File: config.mk
export PLATFORM = sky130hd
export DESIGN_NAME = rom_load_ctrl
export DESIGN_NICKNAME = d
export VERILOG_FILES = /design/src/rtl/rom_load_pkg.sv /design/src/rtl/edge_det.sv /design/src/rtl/rom_load_ctrl.sv
export SDC_FILE = /design/constraint.sdc
export NUM_CORES = 1
export LEC_CHECK = 0
export CAP_MARGIN = 0
export CELL_PAD_IN_SITES_DETAIL_PLACEMENT = 1
export CELL_PAD_IN_SITES_GLOBAL_PLACEMENT = 1
export CORE_ASPECT_RATIO = 2
export CORE_MARGIN = 2
export CORE_UTILIZATION = 39
export CTS_CLUSTER_DIAMETER = 60
export DETAILED_ROUTE_END_ITERATION = 6
export GPL_TIMING_DRIVEN = 0
export PLACE_DENSITY = 0.95
export SYNTH_ARGS = -nofsm -noshare
export SYNTH_HDL_FRONTEND = slang
export SYNTH_HIERARCHICAL = 1
export SYNTH_SLANG_ARGS = --single-unit
File: constraint.sdc
create_clock -name clk_sys -period 4.7 [get_ports clk_sys]
set_clock_uncertainty 0.05 [all_clocks]
set_input_delay 0.705 -clock clk_sys [delete_from_list [all_inputs] [get_ports clk_sys]]
set_output_delay 0.705 -clock clk_sys [all_outputs]
set_load 0.1 [all_outputs]
File: src/rtl/rom_load_pkg.sv
// rom_load_pkg: shared types and constants for the ioctl download sequencer
package rom_load_pkg;
  typedef enum logic [1:0] {RUN, LOAD, HOLD} state_t;
  localparam logic [7:0] ROM_IDX = 8'd0;
  localparam logic [7:0] MOD_IDX = 8'd1;
  localparam logic [7:0] SW_IDX = 8'd254;
  localparam logic [7:0] SW_RESET_VAL = 8'hFF;
  localparam int unsigned ROM_SIZE_DEF = 65536;
  localparam int unsigned RST_CYCLES_DEF = 256;
endpackage

File: src/rtl/edge_det.sv
// edge_det: registered rise/fall detector, edges taken against the one-cycle-old copy
// Ports:
//   clk, rst  clock and asynchronous active-high reset
//   d_i       level input
//   rise_o    d_i high now, low last cycle
//   fall_o    d_i low now, high last cycle
module edge_det (
  input  logic clk,
  input  logic rst,
  input  logic d_i,
  output logic rise_o,
  output logic fall_o
);
  logic d_q;
  always_ff @(posedge clk or posedge rst)
    if (rst) d_q <= 1'b0;
    else d_q <= d_i;
  assign rise_o = d_i & ~d_q;
  assign fall_o = ~d_i & d_q;
endmodule

File: src/rtl/rom_load_ctrl.sv
// rom_load_ctrl: sequences core reset around HPS ioctl downloads and demuxes the byte stream
// Ports:
//   clk_sys, reset                     clock, asynchronous active-high reset
//   ioctl_download/index/wr/addr/dout  hps_io download interface
//   user_reset                         level reset request from menu or button
//   dn_addr/dn_data/dn_wr              registered ROM write port (1-cycle latency)
//   mod                                latched variant byte
//   sw0..sw2                           switch bytes 0..2 (bytes 3..7 kept internally)
//   core_reset                         reset to the game core
//   busy                               high while a ROM/mod download is in progress
//   load_err                           sticky out-of-range ROM write flag
//   checksum                           additive ROM checksum, tied to 0 unless
//                                      ROM_LOAD_CHECKSUM_EN is defined
module rom_load_ctrl
  import rom_load_pkg::*;
#(
  parameter int unsigned ROM_SIZE = ROM_SIZE_DEF,
  parameter int unsigned RST_CYCLES = RST_CYCLES_DEF,
  parameter logic [7:0] ROM_INDEX = ROM_IDX,
  parameter logic [7:0] MOD_INDEX = MOD_IDX,
  parameter logic [7:0] SW_INDEX = SW_IDX
) (
  input  logic        clk_sys,
  input  logic        reset,
  input  logic        ioctl_download,
  input  logic [7:0]  ioctl_index,
  input  logic        ioctl_wr,
  input  logic [24:0] ioctl_addr,
  input  logic [7:0]  ioctl_dout,
  input  logic        user_reset,
  output logic [15:0] dn_addr,
  output logic [7:0]  dn_data,
  output logic        dn_wr,
  output logic [7:0]  mod,
  output logic [7:0]  sw0,
  output logic [7:0]  sw1,
  output logic [7:0]  sw2,
  output logic        core_reset,
  output logic        busy,
  output logic        load_err,
  output logic [7:0]  checksum
);
  localparam logic [15:0] RELOAD = 16'(RST_CYCLES - 1);
  state_t state_q, state_d;
  logic [15:0] cnt_q, cnt_d;
  logic dl_rise, dl_fall, start, load_entry;
  logic rom_wr, in_range, rom_ok, mod_wr, sw_wr;
  logic [15:0] dn_addr_q, dn_addr_d;
  logic [7:0] dn_data_q, dn_data_d, mod_q, mod_d;
  logic dn_wr_q, load_err_q, load_err_d, core_reset_q, busy_q;
  logic [7:0] sw_q [8];
  logic [7:0] sw_d [8];
  logic sw_unused;
  edge_det u_dl_edge (
    .clk    (clk_sys),
    .rst    (reset),
    .d_i    (ioctl_download),
    .rise_o (dl_rise),
    .fall_o (dl_fall)
  );
  // Only ROM and mod downloads take the core down; the index is sampled on the rising edge.
  assign start = dl_rise & (ioctl_index == ROM_INDEX | ioctl_index == MOD_INDEX);
  always_comb begin
    state_d = state_q;
    cnt_d = cnt_q;
    case (state_q)
      RUN:
        if (start) state_d = LOAD;
        else if (user_reset) begin
          state_d = HOLD;
          cnt_d = RELOAD;
        end
      LOAD:
        if (dl_fall) begin
          state_d = HOLD;
          cnt_d = RELOAD;
        end
      HOLD:
        if (start) state_d = LOAD;
        else if (user_reset) cnt_d = RELOAD;
        else if (cnt_q == 16'd0) state_d = RUN;
        else cnt_d = cnt_q - 16'd1;
      default: begin
        state_d = HOLD;
        cnt_d = RELOAD;
      end
    endcase
  end
  assign load_entry = state_q != LOAD && state_d == LOAD;
  assign rom_wr = ioctl_wr & ioctl_index == ROM_INDEX & state_q == LOAD;
  assign in_range = 32'(ioctl_addr) < ROM_SIZE;
  assign rom_ok = rom_wr & in_range;
  assign mod_wr = ioctl_wr & ioctl_index == MOD_INDEX & ioctl_addr == '0;
  assign sw_wr = ioctl_wr & ioctl_index == SW_INDEX & ioctl_addr[24:3] == '0;
  assign dn_addr_d = rom_ok ? ioctl_addr[15:0] : dn_addr_q;
  assign dn_data_d = rom_ok ? ioctl_dout : dn_data_q;
  assign load_err_d = load_entry ? 1'b0 : (rom_wr & ~in_range) ? 1'b1 : load_err_q;
  assign mod_d = mod_wr ? ioctl_dout : mod_q;
  always_comb begin
    sw_d = sw_q;
    if (sw_wr) sw_d[ioctl_addr[2:0]] = ioctl_dout;
  end
  // core_reset/busy are registered from the next state so the core never sees a decode glitch.
  always_ff @(posedge clk_sys or posedge reset)
    if (reset) begin
      state_q <= HOLD;
      cnt_q <= RELOAD;
      core_reset_q <= 1'b1;
      busy_q <= 1'b0;
      dn_wr_q <= 1'b0;
      dn_addr_q <= '0;
      dn_data_q <= '0;
      load_err_q <= 1'b0;
      mod_q <= '0;
      sw_q <= '{default: SW_RESET_VAL};
    end else begin
      state_q <= state_d;
      cnt_q <= cnt_d;
      core_reset_q <= state_d != RUN;
      busy_q <= state_d == LOAD;
      dn_wr_q <= rom_ok;
      dn_addr_q <= dn_addr_d;
      dn_data_q <= dn_data_d;
      load_err_q <= load_err_d;
      mod_q <= mod_d;
      sw_q <= sw_d;
    end
`ifdef ROM_LOAD_CHECKSUM_EN
  logic [7:0] chk_q, chk_d;
  assign chk_d = load_entry ? 8'h00 : rom_ok ? chk_q + ioctl_dout : chk_q;
  always_ff @(posedge clk_sys or posedge reset)
    if (reset) chk_q <= 8'h00;
    else chk_q <= chk_d;
  assign checksum = chk_q;
`else
  assign checksum = 8'h00;
`endif
  // Switch bytes 3..7 are kept for future inputs but have no output yet.
  assign sw_unused = ^{sw_q[3], sw_q[4], sw_q[5], sw_q[6], sw_q[7]};
  assign dn_addr = dn_addr_q;
  assign dn_data = dn_data_q;
  assign dn_wr = dn_wr_q;
  assign mod = mod_q;
  assign sw0 = sw_q[0];
  assign sw1 = sw_q[1];
  assign sw2 = sw_q[2];
  assign core_reset = core_reset_q;
  assign busy = busy_q;
  assign load_err = load_err_q;
endmodule

==> flow_summary.toml <==
[status]
outcome = "complete, no violations"

[global_route]
grt_max_degree = 54
grt_pass1_wl_um = 18900
grt_overflow = 0
track_usage_pct = 24.8
top_usage_layer = "met2"
globalRouteMet2Util_pct = 45.5
grt_pass1_vias = 3372
antenna_found_initial = 0
use_met1_pct = 25.1
gr-usage-met3_pct = 5.90

[floorplanning]
rows = 49
fp.dieW_um = 72.2
die_y_um = 140
die-area_um2 = 10100
coreArea_um2 = 9010
initial_utilization_pct = 40.3
io_pins = 114

[placed_design]
io_buffers = 105
dp_hpwl_um = 8680
place.gp.congestion = 0.846

[yosys]
synth_area_per_cell_um2 = 13.0
ys_warn_count = 6
synth_edf_count = 0
yosys-top-cells-count = "mux2_2 (58), dfrtp_1 (45), dfstp_2 (34)"
yosysMostFrequentCell = "mux2_2"
netlist_top_cells_area = "dfrtp_1 (31%), dfstp_2 (25%), mux2_2 (18%)"
synth.largest_area_cell = "dfrtp_1"
yosysTopAreaCellShare_pct = 31.0
synth-main-ff-cell = "dfrtp_1"
synthCells = 280
ys_seq_elements = 79
async_flop_share_pct = 100
ys_seq_area_share_pct = 55.7
yosys.cell_types.count = 57
synth_area_um2 = 3630

[sta]
relSlewSlack_pct = 30.7
period_share_pct = 64.4
final_hold_viol_count = 0
holdWs_ns = 0.452
setup-tns-final_ns = 0
min_period_ns = 3.03
maxSlewViolCount = 0
finalSetupViolCount = 0
max_slew.worst_pin.slew_ns = 1.04
rsz0062_at_grt = "false"
max_freq_ghz = 0.330

[clock_tree]
clock_tree.buffer_depth = 2
htree_num_levels = 3
cts_setup_buffers = 0
cts_inserted_buffers = 9
cts_root_buf = "clkbuf_16"
cts_hold_buf = 0
cts.repair.resized = 0
clock_sinks = 79
clkTransAtPathRegs_ns = 0.06
clk_latency_ns = 0.33
cts_tree = "built"

[pwr]
p_sw_share_pct = 23.8
switching_power_uw = 357
powerDensity_nw_per_um2 = 292
power_uw = 1500
p_clk_share_pct = 45.8
leakage_uw = 0.00218
power.internal_uw = 1150
combPwrFrac_pct = 8.3
power_frac_seq_pct = 46.0
peakVddDrop_v = 0.000238

[finish]
post-route-util_pct = 57.2
drive_gt1_share_pct = 34.1
synthToLayoutAreaGrowth_pct = 42.0
antenna_cells = 0
final_nets = 451

[critical_path]
cp-start-kind = "input port"
criticalPathCategory = "input port to flip-flop"
crit_path_end_kind = "flip-flop"
cp.arrival_ns = 3.20
crit_fanout = 10
critical_path_required_ns = 4.87
r2r_cells = 7

[flow_run]
maxCapViolCount = 0

[drt]
wl_um = 12000
drt_iter0_drc = 174
ant_nets = 0
viasPerCell = 5.70
vias = 2906
wl_per_cell_um = 23.4
drc = 0
firstDrtPassIters = 4

[worst_hold_path]
hold_path.class = "flip-flop to flip-flop"
whs_path_depth = 1
-- power by group through the flow --
stage	logic (µW)	registers, µW	clock network [µW]
final	124	692	689
after global placement	114	702	0
after CTS	124	692	699
after detailed placement	123	703	0
after floorplan	60.2	701	0
after global routing	132	692	723
-- placed cells by master (no fill, tap or decap), types with 6 or more instances in the layout --
cell type / instances
nand3_1: 7
nand2_1: 17
clkbuf_16: 9
clkdlybuf4s50_1: 105
dfrtp_1: 45
conb_1: 8
dfstp_2: 34
mux2_2: 58
nor3_1: 8
buf_4: 10
nor2_1: 12
inv_1: 6
-- critical path, stage by stage --
cell             delay, ns
clkdlybuf4s50_1       0.47
nor4_4                0.45
nor4b_2               0.36
nand4_1               0.22
nor2_2                0.34
buf_4                 0.28
mux2_2                0.36
-- kinds of logic after synthesis --
family | count (synthesis) | synth area share, %
DFF | 79 | 55.7
muxes | 58 | 18.0
AOI/OAI and AO/OA | 34 | 7.48
adders and majority gates | 1 | 0.345
and+or+nand+nor | 84 | 14.7
buffers and inverters | 23 | 3.72
other | 1 | 0.103
-- state kept, by name (all words and copies together), names as in the netlist --
name           count
busy               1
cnt_q             16
core_reset         1
dn_addr           16
dn_data            8
dn_wr              1
load_err           1
mod                8
state_q            2
sw0                8
sw1                8
sw2                8
u_dl_edge/d_q      1
-- layer usage --
metal	part of all wire, %	vias to the layer above
met5	0	-
met4	4.7	0
met3	5.0	46
met2	57	109
met1	34	1481
li1	-	1270
-- per-stage QoR --
stage                     worst slack, ns  area, µm²  instances
final                                1.67       5150        510
after CTS                            1.66       5150        510
after global routing                 1.51       5150        510
after detailed placement             1.34       4860        495
after floorplan                      2.01       3650        287
after global placement              0.739       4830        494
-- worst paths after layout --
kind / from / end / slack [ns]
worst max-delay path: ioctl_index[4] / dn_data[0] / 1.67
worst min-delay path: load_err / load_err / 0.45
worst max register to register: cnt_q[0] / cnt_q[8] / 1.90
worst min register to register: load_err / load_err / 0.45
max in group asynchronous: reset / sw1[0] / 3.28
min in group asynchronous: reset / u_dl_edge/d_q / 0.56
-- layout make-up --
| class | count | area (µm²) |
|---|---|---|
| clock buffers | 10 | 229 |
| multi-input cells | 185 | 1500 |
| repair buffers | 106 | 1080 |
| well taps | 102 | 128 |
| flip-flops and latches | 79 | 2020 |
| plain buffers | 15 | 105 |
| clock inverters | 5 | 60.1 |
| fillers | 879 | 3860 |
| inverters | 8 | 32.5 |
(Power assumes the default switching activity.)
